**src/rtl/calc_mmio_pkg.sv**
```systemverilog
// Shared types and constants for the calculator MMIO responder.
// Build option CALC_MMIO_ERRCNT_EN (see calc_mmio_responder) adds a protocol error counter.
package calc_mmio_pkg;

    localparam int unsigned DATA_W = 32;
    localparam int unsigned ADDR_W = 32;
    localparam int unsigned MASK_W = 3;
    localparam int unsigned ERR_W  = 8;

    localparam logic [DATA_W-1:0] DONE_WORD      = 32'hFFFF_FFFF;
    localparam logic [DATA_W-1:0] TIMEOUT_RESULT = 32'hDEAD_0000;

    localparam logic [ADDR_W-1:0] OP1_ADDR_DEF    = 32'd220;
    localparam logic [ADDR_W-1:0] OP2_ADDR_DEF    = 32'd240;
    localparam logic [ADDR_W-1:0] OPSEL_ADDR_DEF  = 32'd260;
    localparam logic [ADDR_W-1:0] RESULT_ADDR_DEF = 32'd280;
    localparam logic [ADDR_W-1:0] IDLE_ADDR_DEF   = 32'd320;

    typedef enum logic [1:0] {
        COLLECT,
        COMPUTE,
        DONE
    } state_e;

    typedef enum logic [2:0] {
        MB_OP1,
        MB_OP2,
        MB_OPSEL,
        MB_RESULT,
        MB_NONE
    } mbox_e;

    typedef struct packed {
        logic              en;
        mbox_e             sel;
        logic [DATA_W-1:0] data;
    } mbox_wr_t;

    // Map a bus address onto a mailbox; the idle address and anything unmapped give MB_NONE.
    function automatic mbox_e addr_decode(
        input logic [ADDR_W-1:0] addr,
        input logic [ADDR_W-1:0] a_op1,
        input logic [ADDR_W-1:0] a_op2,
        input logic [ADDR_W-1:0] a_opsel,
        input logic [ADDR_W-1:0] a_result,
        input logic [ADDR_W-1:0] a_idle
    );
        if (addr == a_idle)        return MB_NONE;
        else if (addr == a_op1)    return MB_OP1;
        else if (addr == a_op2)    return MB_OP2;
        else if (addr == a_opsel)  return MB_OPSEL;
        else if (addr == a_result) return MB_RESULT;
        else                       return MB_NONE;
    endfunction

endpackage

```
**src/rtl/mmio_regfile.sv**
```systemverilog
// Four mailbox registers with operand valid bits, one write port and two registered read ports.
module mmio_regfile
    import calc_mmio_pkg::*;
(
    input  logic              clk,
    input  logic              nrst,
    input  mbox_wr_t          wr,
    input  logic              clr_valid,
    input  logic              a_re,
    input  mbox_e             a_sel,
    output logic [DATA_W-1:0] a_rdata,
    input  logic              b_re,
    input  mbox_e             b_sel,
    output logic [DATA_W-1:0] b_rdata,
    output logic [MASK_W-1:0] valid_mask
);

    logic [DATA_W-1:0] op1_q;
    logic [DATA_W-1:0] op2_q;
    logic [DATA_W-1:0] opsel_q;
    logic [DATA_W-1:0] result_q;
    logic [MASK_W-1:0] valid_set;
    logic [DATA_W-1:0] a_mux;
    logic [DATA_W-1:0] b_mux;

    function automatic logic [DATA_W-1:0] rd_mux(
        input mbox_e             sel,
        input logic [DATA_W-1:0] op1,
        input logic [DATA_W-1:0] op2,
        input logic [DATA_W-1:0] opsel,
        input logic [DATA_W-1:0] result
    );
        case (sel)
            MB_OP1:    return op1;
            MB_OP2:    return op2;
            MB_OPSEL:  return opsel;
            MB_RESULT: return result;
            default:   return '0;
        endcase
    endfunction

    // Valid bit ordering is {opsel, op2, op1}; the result mailbox has no valid bit.
    always_comb begin
        valid_set = '0;
        if (wr.en) begin
            case (wr.sel)
                MB_OP1:   valid_set[0] = 1'b1;
                MB_OP2:   valid_set[1] = 1'b1;
                MB_OPSEL: valid_set[2] = 1'b1;
                default:  valid_set    = '0;
            endcase
        end
    end

    always_comb begin
        a_mux = rd_mux(a_sel, op1_q, op2_q, opsel_q, result_q);
        b_mux = rd_mux(b_sel, op1_q, op2_q, opsel_q, result_q);
    end

    always_ff @(posedge clk or negedge nrst) begin
        if (!nrst) begin
            op1_q      <= '0;
            op2_q      <= '0;
            opsel_q    <= '0;
            result_q   <= '0;
            valid_mask <= '0;
        end else begin
            if (wr.en) begin
                case (wr.sel)
                    MB_OP1:    op1_q    <= wr.data;
                    MB_OP2:    op2_q    <= wr.data;
                    MB_OPSEL:  opsel_q  <= wr.data;
                    MB_RESULT: result_q <= wr.data;
                    default:   ;
                endcase
            end
            // A clear and a write in the same cycle leave only the freshly written bit set.
            valid_mask <= (clr_valid ? '0 : valid_mask) | valid_set;
        end
    end

    // Read data holds between reads.
    always_ff @(posedge clk or negedge nrst) begin
        if (!nrst) begin
            a_rdata <= '0;
            b_rdata <= '0;
        end else begin
            if (a_re) a_rdata <= a_mux;
            if (b_re) b_rdata <= b_mux;
        end
    end

endmodule

```
**src/rtl/calc_mmio_responder.sv**
```systemverilog
// MMIO responder: front end fills operand mailboxes, CPU computes and posts the result, front end reads it.
// Define CALC_MMIO_ERRCNT_EN to add the saturating err_count output.
module calc_mmio_responder
    import calc_mmio_pkg::*;
#(
    parameter logic [ADDR_W-1:0] OP1_ADDR    = OP1_ADDR_DEF,
    parameter logic [ADDR_W-1:0] OP2_ADDR    = OP2_ADDR_DEF,
    parameter logic [ADDR_W-1:0] OPSEL_ADDR  = OPSEL_ADDR_DEF,
    parameter logic [ADDR_W-1:0] RESULT_ADDR = RESULT_ADDR_DEF,
    parameter logic [ADDR_W-1:0] IDLE_ADDR   = IDLE_ADDR_DEF,
    parameter int unsigned       TIMEOUT     = 1024
) (
    input  logic              clk,
    input  logic              nrst,
    input  logic              fpga_en,
    input  logic              fpga_write,
    input  logic [ADDR_W-1:0] fpga_addr,
    input  logic [DATA_W-1:0] fpga_wdata,
    output logic [DATA_W-1:0] fpga_rdata,
    input  logic              cpu_en,
    input  logic              cpu_read,
    input  logic              cpu_write,
    input  logic [ADDR_W-1:0] cpu_addr,
    input  logic [DATA_W-1:0] cpu_wdata,
    output logic [DATA_W-1:0] cpu_rdata,
    output logic              cpu_ack,
    output logic [DATA_W-1:0] done_instr,
    output logic [MASK_W-1:0] valid_mask
`ifdef CALC_MMIO_ERRCNT_EN
    ,
    output logic [ERR_W-1:0]  err_count
`endif
);

    localparam int unsigned CNT_W = (TIMEOUT > 2) ? $clog2(TIMEOUT) : 1;
    localparam logic [CNT_W-1:0] CNT_LAST = CNT_W'(TIMEOUT - 1);

    state_e           state_q;
    state_e           state_d;
    logic [CNT_W-1:0] cnt_q;
    mbox_e            fpga_sel;
    mbox_e            cpu_sel;
    mbox_e            fpga_rd_sel;
    mbox_wr_t         wr;
    logic             clr_valid;
    logic             cpu_rd_en;
    logic             fpga_rd_en;
    logic             fpga_wr_op;
    logic             cpu_result_wr;
    logic             timeout_hit;

    assign fpga_sel = addr_decode(fpga_addr, OP1_ADDR, OP2_ADDR, OPSEL_ADDR, RESULT_ADDR, IDLE_ADDR);
    assign cpu_sel  = addr_decode(cpu_addr, OP1_ADDR, OP2_ADDR, OPSEL_ADDR, RESULT_ADDR, IDLE_ADDR);

    // Front-end writes only ever land in the three operand mailboxes.
    assign fpga_wr_op    = fpga_en && fpga_write && (fpga_sel inside {MB_OP1, MB_OP2, MB_OPSEL});
    assign cpu_result_wr = cpu_write && (cpu_sel == MB_RESULT);
    assign timeout_hit   = (state_q == COMPUTE) && cpu_en && !cpu_result_wr && (cnt_q == CNT_LAST);

    // The CPU owns the bus only while in COMPUTE with the grant held.
    assign cpu_ack = (state_q == COMPUTE) && cpu_en && (cpu_read || cpu_write);

    always_comb begin
        state_d     = state_q;
        wr          = '{en: 1'b0, sel: MB_NONE, data: '0};
        clr_valid   = 1'b0;
        cpu_rd_en   = 1'b0;
        fpga_rd_en  = 1'b0;
        fpga_rd_sel = MB_NONE;
        case (state_q)
            COLLECT: begin
                if (fpga_wr_op) wr = '{en: 1'b1, sel: fpga_sel, data: fpga_wdata};
                if (cpu_en) state_d = COMPUTE;
            end
            COMPUTE: begin
                if (!cpu_en) begin
                    state_d = COLLECT;
                end else begin
                    cpu_rd_en = cpu_read && !cpu_write;
                    if (cpu_result_wr) begin
                        wr      = '{en: 1'b1, sel: MB_RESULT, data: cpu_wdata};
                        state_d = DONE;
                    end else if (timeout_hit) begin
                        wr      = '{en: 1'b1, sel: MB_RESULT, data: TIMEOUT_RESULT};
                        state_d = DONE;
                    end
                end
            end
            DONE: begin
                if (fpga_en && !fpga_write) begin
                    fpga_rd_en  = 1'b1;
                    fpga_rd_sel = (fpga_sel == MB_RESULT) ? MB_RESULT : MB_NONE;
                end
                // Any front-end write releases display and starts a fresh collection.
                if (fpga_en && fpga_write) begin
                    clr_valid = 1'b1;
                    state_d   = COLLECT;
                    if (fpga_wr_op) wr = '{en: 1'b1, sel: fpga_sel, data: fpga_wdata};
                end
            end
            default: state_d = COLLECT;
        endcase
    end

    always_ff @(posedge clk or negedge nrst) begin
        if (!nrst) begin
            state_q    <= COLLECT;
            cnt_q      <= '0;
            done_instr <= '0;
        end else begin
            state_q    <= state_d;
            cnt_q      <= (state_q == COMPUTE && state_d == COMPUTE) ? cnt_q + CNT_W'(1) : '0;
            done_instr <= (state_q == DONE && state_d == DONE) ? DONE_WORD : '0;
        end
    end

    mmio_regfile u_regfile (
        .clk        (clk),
        .nrst       (nrst),
        .wr         (wr),
        .clr_valid  (clr_valid),
        .a_re       (cpu_rd_en),
        .a_sel      (cpu_sel),
        .a_rdata    (cpu_rdata),
        .b_re       (fpga_rd_en),
        .b_sel      (fpga_rd_sel),
        .b_rdata    (fpga_rdata),
        .valid_mask (valid_mask)
    );

`ifdef CALC_MMIO_ERRCNT_EN
    logic err_evt;

    // Protocol errors: front-end write while computing, CPU strobe without the bus, or a timeout.
    assign err_evt = ((state_q == COMPUTE) && fpga_en && fpga_write)
                  || ((state_q != COMPUTE) && (cpu_read || cpu_write))
                  || timeout_hit;

    always_ff @(posedge clk or negedge nrst) begin
        if (!nrst) begin
            err_count <= '0;
        end else if (err_evt && (err_count != {ERR_W{1'b1}})) begin
            err_count <= err_count + ERR_W'(1);
        end
    end
`endif

endmodule

```
**config.mk**
```make
export PLATFORM = sky130hd
export DESIGN_NAME = calc_mmio_responder
export DESIGN_NICKNAME = d
export VERILOG_FILES = /design/src/rtl/calc_mmio_pkg.sv /design/src/rtl/mmio_regfile.sv /design/src/rtl/calc_mmio_responder.sv
export SDC_FILE = /design/constraint.sdc
export NUM_CORES = 1
export LEC_CHECK = 0
export BUFFER_PORTS_ARGS = -buffer_cell sky130_fd_sc_hd__buf_4
export CORE_MARGIN = 5
export CORE_UTILIZATION = 50
export CTS_CLUSTER_SIZE = 30
export DETAILED_ROUTE_END_ITERATION = 10
export PLACE_DENSITY = 0.76
export SLEW_MARGIN = 20
export SYNTH_ARGS = -nofsm -noshare
export SYNTH_HDL_FRONTEND = slang
export SYNTH_SLANG_ARGS = --single-unit
```
**constraint.sdc**
```tcl
create_clock -name clk -period 2.85 [get_ports clk]
set_input_delay 0 -clock clk [delete_from_list [all_inputs] [get_ports clk]]
set_output_delay 0 -clock clk [all_outputs]
set_load 0.01 [all_outputs]
```
==> summary.md, run 1 <==
| Metric | Value |
|---|---|
| Cell taking the most area after synthesis | dfrtp_1 |
| Row count | 50 |
| Clk buf depth | 3 |
| Pwr dens | between 400 and 500 mW/mm^2 |
| Core area | approximately 0.019 sq mm |
| Post-synthesis xor/xnor area fraction | less than 1% |
| TritonRoute pass-1 iters | 8 |
| Syn_nets | 926 |
| Input/output buffers | ~230 |
| Clk slew on worst S/H paths | 60 ps |
| Cells after synthesis | 790 |
| Sequential Power Share | around 48% |
| Main combinational cell family by area after synthesis | compound AO/OA/AOI/OAI gates |
| Post-synth EDFFs | 0 |
| TritonCTS clock tree | built |
| Dominant synthesized flop cell | dfrtp_1 |
| Post-Synth Simple-Gate Area | a little over a tenth |
| Residual DRC | 0 |
| Antenna Nets Post-Route | 0 |
| Slew HR | about a quarter |
| Die X | 148 um |
| Placed insts | about 1200 |
| Register area share after synthesis | between 50% and 60% |
| Global-route total usage across every layer | between 20% and 30% |
| Buf/Inv on CP | 1 |
| Post-synthesis mux area share | between 10 and 15% |
| Outcome | finished, final reports clean |
| RSZ-0062 raised after global routing | no |
| I/O Pins | approximately 240 |
| Final hold vios | 0 |
| Initial Util | approximately 50% |
| Synth Area in Adders | less than 1% |
| Area Growth Syn to Fin | 34.5% |
| Root buffer cell | clkbuf_16 |
| Die height | 148 um |
| HPWL after DPL | ~19000 um |
| Yosys cell types | 54 |
| First-iteration detailed-routing DRC count | around 570 |
| Initial antenna violation count | 2 |
| Yosys reg bits | 208 |
| Top cell family by delay on the critical path | simple AND/OR/NAND/NOR gates |
| Comb power frac | under 10% |
| Final Cycle Share | a little over four fifths |
| Dpl ws | 450 ps |
| Psw | approximately 1300 uW |
| Net switching share of the total power | between 20% and 30% |
| GRT Residual Overflow | 0 |
| Crit Path Max Fanout | 6 |
| WL final | about 29000 um |
| Largest net degree at the start of global routing | roughly 80 |
| Setup-failing EPs final | 0 |
| Cell Area, Synth | 0.00952 sq mm |
| Max-Cap Viols | 0 |
| Top cell type's share of synthesized area | ~55% |
| HP Class | primary input to asynchronous set/reset pin |
| Yosys warning count | 0 |
| Clk pwr share | 45.4% |
| CTS buffer count | 21 |
| H-tree Lvls | 1 |
| CTS Hold Buffers Added | 71 |
| Highest clock rate | about 420 MHz |
| Startpoint types | register |
| Crit end category | register |
| First-pass GRT wire length | roughly 45000 um |
| Leak | between 0.006 and 0.007 uW |
| Least-Margin Pin Slew | approximately 1100 ps |
| Final non-filler cell total | between 1000 and 1500 |
| Setup TNS | 0 ps |
| Fin crit period | around 2400 ps |
| CP required | 3220 ps |
| # Post-CTS Setup Buffers | 0 |
| Syn avg cell area | roughly 12 sq um |
| Avg Vias per Cell | around 6 |
| Fraction of layout cells with a size suffix above 1 | approximately two fifths |
| Routed wire length per instance | between 20 and 25 um |
| CP peak stage delay | 550 ps |
| Layout net count | between 1000 and 1500 |
| Complex-gate fraction of the synthesized area | between 15 and 20% |
| Crit-path cells | or2_2 > nor4_2 > nand3_1 > mux2i_1 > dlygate4sd3_1 |
| Final worst slack | between 400 and 500 ps |
| Clk Latency, worst-skew pair | approximately 490 ps |
| GP Congestion | 0.803 |
| Slowest cell on crit path | dlygate4sd3_1 |
| Total vias in the final route | between 7000 and 8000 |
| Peak VDD IR | 426 uV |
| Hold_ws | 88.7 ps |
| Resize count post-CTS | 0 |
| Type of the worst setup path | register to register |
| Vias in the first global route | slightly above 8000 |
| Clock Skews | roughly 10 ps |
| Fillers | 1329 |
| Max-slew violation count | 0 |
| Area contributors post-synth | dfrtp_1, a22o_1, mux2_2 |
| Fraction of registers with async set/reset | 100% |
| P_int | between 4000 and 5000 uW |
| Die area | approximately 0.022 sq mm |
| WP data arrival | about 2800 ps |
| Clock sinks | 208 |
## stage by stage
step / area (sq um) / utilization, % / power [uW]
floorplan: 9520 / - / 3070
global placement: 11400 / 60.9 / 3330
detailed placement: 11400 / 60.9 / 3340
CTS: 12800 / 68.5 / 6200
global route: 12800 / 68.5 / 6350
finish: 12800 / 68.5 / 6160
## registers in the layout (all words and copies together), names as in the netlist
| name | cells |
|---|---|
| done_instr | 1 |
| u_regfile.op1_q | 32 |
| u_regfile.b_rdata | 32 |
| u_regfile.op2_q | 32 |
| u_regfile.result_q | 32 |
| u_regfile.a_rdata | 32 |
| cnt_q | 10 |
| u_regfile.valid_mask | 3 |
| state_q | 2 |
| u_regfile.opsel_q | 32 |
## final timing paths
check | cells after the start | end | startpoint | slack, ps
worst max-delay path | 5 | u_regfile.op2_q[15]$_DFFE_PN0P_ | state_q[0]$_DFF_PN0_ | 440
worst min-delay path | 2 | u_regfile.op2_q[19]$_DFFE_PN0P_ | nrst | 90
worst max register to register | 5 | u_regfile.op2_q[15]$_DFFE_PN0P_ | state_q[0]$_DFF_PN0_ | 440
worst min register to register | 2 | u_regfile.opsel_q[27]$_DFFE_PN0P_ | u_regfile.opsel_q[27]$_DFFE_PN0P_ | 480
max in group asynchronous | 3 | u_regfile.result_q[28]$_DFFE_PN0P_ | nrst | 1900
min in group clk | 4 | u_regfile.opsel_q[15]$_DFFE_PN0P_ | fpga_addr[4] | 140
## layout by cell type (no fill, tap or decap), types with 3 or more instances in the layout
cell type / synthesis / routed
a21oi_1: 13 / 13
buf_4: 31 / 258
or3_1: 4 / 4
clkbuf_8: 0 / 7
clkbuf_16: 0 / 21
a222oi_1: 32 / 32
nand2_1: 74 / 74
nor4_4: 2 / 4
nand4b_1: 3 / 3
xnor2_1: 5 / 5
mux2_4: 29 / 29
and3b_1: 6 / 6
mux2_1: 7 / 7
dfrtp_1: 208 / 208
nand3_1: 12 / 11
a22o_1: 85 / 85
dlygate4sd3_1: 0 / 71
clkbuf_1: 39 / 3
a31o_2: 19 / 19
nor4_2: 5 / 4
nor3_1: 19 / 17
nor4_1: 13 / 12
o21ai_0: 38 / 38
mux2i_1: 4 / 4
nand4_1: 4 / 4
and3_1: 4 / 4
nor2_1: 19 / 17
inv_1: 19 / 19
nand3b_1: 3 / 3
mux2_2: 45 / 45
## cells in the mapped netlist (5+ instances only)
master / instances
nor2_1: 19
inv_1: 19
a21oi_1: 13
a222oi_1: 32
xnor2_1: 5
nor3_1: 19
buf_6: 6
nand2_1: 74
dfrtp_1: 208
nand3_1: 12
and3b_1: 6
mux2_4: 29
mux2_1: 7
nor4_1: 13
a22o_1: 85
buf_2: 8
buf_4: 31
nor4_2: 5
a31o_2: 19
clkbuf_1: 39
mux2_2: 45
o21ai_0: 38
## power groups by stage
stage                     Clock (uW)  Sequential [uW]  Combinational [uW]
after global placement             0             3010                 320
after CTS                       2830             2960                 405
after detailed placement           0             3010                 324
after global routing            2950             2960                 441
final                           2800             2960                 406
after floorplan                    0             3010                61.8
## layer usage
metal | track usage [%] | up-vias | wire length [um]
met5 | 0 | - | 0
met4 | 7.11 | 0 | 641
met3 | 6.01 | 56 | 2810
met2 | 41.8 | 399 | 13700
met1 | 34.6 | 3911 | 11600
li1 | - | 3480 | -
## worst register-to-register path, cell delays in order, from the launching register on
cell	delay (ps)
dfrtp_1	440
or2_2	370
nor4_2	520
nand3_1	250
mux2i_1	160
dlygate4sd3_1	550
## cells by family after synthesis
kind of cell	Yosys count
DFF	208
buffers and inverters	103
and+or+nand+nor	188
xor gates and xnor gates	7
adders and majority gates	1
muxes	85
AOI/OAI and AO/OA	198
## area by class of cell
type / count / area [sq um] / area share [%]
antenna: 2 / 5.00 / 0.0391
inverter: 19 / 71.3 / 0.557
tap: 234 / 293 / 2.29
clock inverter: 5 / 78.8 / 0.615
timing repair buffer: 332 / 2700 / 21.1
multi-input combinational: 479 / 3840 / 30.0
clock buffer: 30 / 619 / 4.83
sequential: 208 / 5200 / 40.6
No activity file was read; power rests on OpenSTA's default activity.
==> run 2, diff against run 1 <==
CORE_UTILIZATION = 48   (was 50)
clock period = 2.2 ns   (was 2.85 ns; I/O delays follow)
==> summary.md, run 2 (synthesis results as in run 1) <==
| Metric | Value |
|---|---|
| Fin crit period | between 2000 and 2500 ps |
| Outcome | finished, final reports clean |
| # diodes | 0 |
| Fraction of layout cells with a size suffix above 1 | between 30% and 40% |
| Peak VDD IR | 459 uV |
| First-pass GRT wire length | around 45000 um |
| Resize count post-CTS | 0 |
| I/O Pins | ~240 |
| Clk Latency, worst-skew pair | just under 500 ps |
| HPWL after DPL | about 20000 um |
| First-iteration detailed-routing DRC count | just over 800 |
| Clock Skews | roughly 12 ps |
| Residual DRC | 0 |
| GRT Residual Overflow | 0 |
| Sequential Power Share | between 40% and 50% |
| Final worst slack | ~200 ps |
| Total power | ~8100 uW |
| Input/output buffers | roughly 230 |
| TritonRoute pass-1 iters | 7 |
| CP peak stage delay | roughly 390 ps |
| Die X | approximately 150 um |
| Core area | slightly below 0.02 sq mm |
| Startpoint types | register |
| Psw | between 1500 and 2000 uW |
| Top cell family by delay on the critical path | compound AO/OA/AOI/OAI gates |
| Comb power frac | under 10% |
| Total vias in the final route | about 7900 |
| Crit Path Max Fanout | 16 |
| WL final | about 29000 um |
| CP required | about 2600 ps |
| Net switching share of the total power | between 20% and 30% |
| Setup TNS | 0 ps |
| Avg Vias per Cell | roughly 5.8 |
| Max-Cap Viols | 0 |
| Final hold vios | 0 |
| TritonCTS clock tree | built |
| Row count | about 50 |
| Commonest non-fill, non-tap cell in the layout | buf_4 |
| Leak | 0.00652 uW |
| Slew HR | a little under half |
| Vias in the first global route | 8037 |
| Pwr dens | just over 600 mW/mm^2 |
| Crit-path cells | or2_2 > o32a_1 > o211ai_4 > buf_12 > mux2_2 |
| CTS buffer count | 22 |
| GP Congestion | about 0.86 |
| Clk pwr share | a little under half |
| Highest clock rate | 500 MHz |
| H-tree Lvls | 1 |
| Crit end category | register |
| # Post-CTS Setup Buffers | 0 |
| Clock sinks | about 210 |
| Setup-failing EPs final | 0 |
| Max-slew violation count | 0 |
| Global-route total usage across every layer | roughly 25% |
| Area Growth Syn to Fin | 37.7% |
| Least-Margin Pin Slew | 816 ps |
| Final Cycle Share | between 90% and 100% |
| Layout net count | around 1200 |
| Root buffer cell | clkbuf_16 |
| Die area | about 0.023 sq mm |
| Die height | 151 um |
| Slowest cell on crit path | dfrtp_1 |
| Largest net degree at the start of global routing | 71 |
| HP Class | primary input to register |
| WP data arrival | around 2400 ps |
| Clk slew on worst S/H paths | roughly 60 ps |
| Dpl ws | between 50 and 60 ps |
| P_int | approximately 6400 uW |
| Clk buf depth | 3 |
| RSZ-0062 raised after global routing | no |
| Most frequent cells in the layout | buf_4, dfrtp_1, a22o_1 |
| Initial Util | between 40% and 50% |
| Routed wire length per instance | between 20 and 25 um |
| Type of the worst setup path | register to register |
| Buf/Inv on CP | 1 |
| CTS Hold Buffers Added | 69 |
| Initial antenna violation count | 0 |
| Antenna Nets Post-Route | 0 |
==> run 2: per-layer routing <==
layer / part of all wire, % / up-vias / routed length (um) / GRT usage (%)
li1: - / 3511 / - / -
met1: 42 / 3970 / 11900 / 34.8
met2: 48 / 365 / 13700 / 40.3
met3: 8.8 / 45 / 2520 / 4.58
met4: 1.8 / 0 / 518 / 5.89
met5: 0 / - / 0 / 0
==> run 2: path summary, 6_finish.rpt <==
path | from | end | slack [ps] | depth (start not counted)
worst max register to register | state_q[0]$_DFF_PN0_ | u_regfile.op1_q[26]$_DFFE_PN0P_ | 200 | 5
max in group asynchronous | nrst | u_regfile.b_rdata[25]$_DFFE_PN0P_ | 1340 | 3
min in group asynchronous | nrst | u_regfile.a_rdata[15]$_DFFE_PN0P_ | 50 | 2
worst min register to register | u_regfile.opsel_q[16]$_DFFE_PN0P_ | u_regfile.opsel_q[16]$_DFFE_PN0P_ | 470 | 2
worst max-delay path | state_q[0]$_DFF_PN0_ | u_regfile.op1_q[26]$_DFFE_PN0P_ | 200 | 5
worst min-delay path | fpga_addr[2] | u_regfile.op2_q[22]$_DFFE_PN0P_ | 20 | 4
==> run 2: cell type report <==
cell class | instances | area [sq um]
clock inverters | 4 | 70.1
fillers | 1435 | 6410
clock buffers | 33 | 663
flip-flops and latches | 208 | 5200
multi-input cells | 479 | 3840
well taps | 265 | 332
repair buffers | 346 | 2940
inverters | 19 | 71.3
==> run 2: worst register-to-register path, stage by stage, from the launching register on <==
cell      delay [ps]
dfrtp_1          390
or2_2            360
o32a_1           340
o211ai_4         250
buf_12           200
mux2_2           350
==> run 2: per-stage QoR <==
step,instance area (sq um),cells,util [%],hold WS (ps)
after global routing,13100,1354,67.2,39.0
after detailed placement,11700,1248,59.9,9.27
after CTS,13100,1354,67.2,3.38
final,13100,1354,67.2,20.9
after floorplan,9520,790,-,-296
after global placement,11700,1248,59.9,1.66
==> run 2: power by group through the flow <==
stage / Sequential, uW / Combinational, uW / Clock (uW)
final: 3830 / 537 / 3740
after global routing: 3830 / 584 / 3960
after global placement: 3900 / 430 / 0
after CTS: 3830 / 536 / 3770
after detailed placement: 3900 / 435 / 0
after floorplan: 3900 / 80.1 / 0
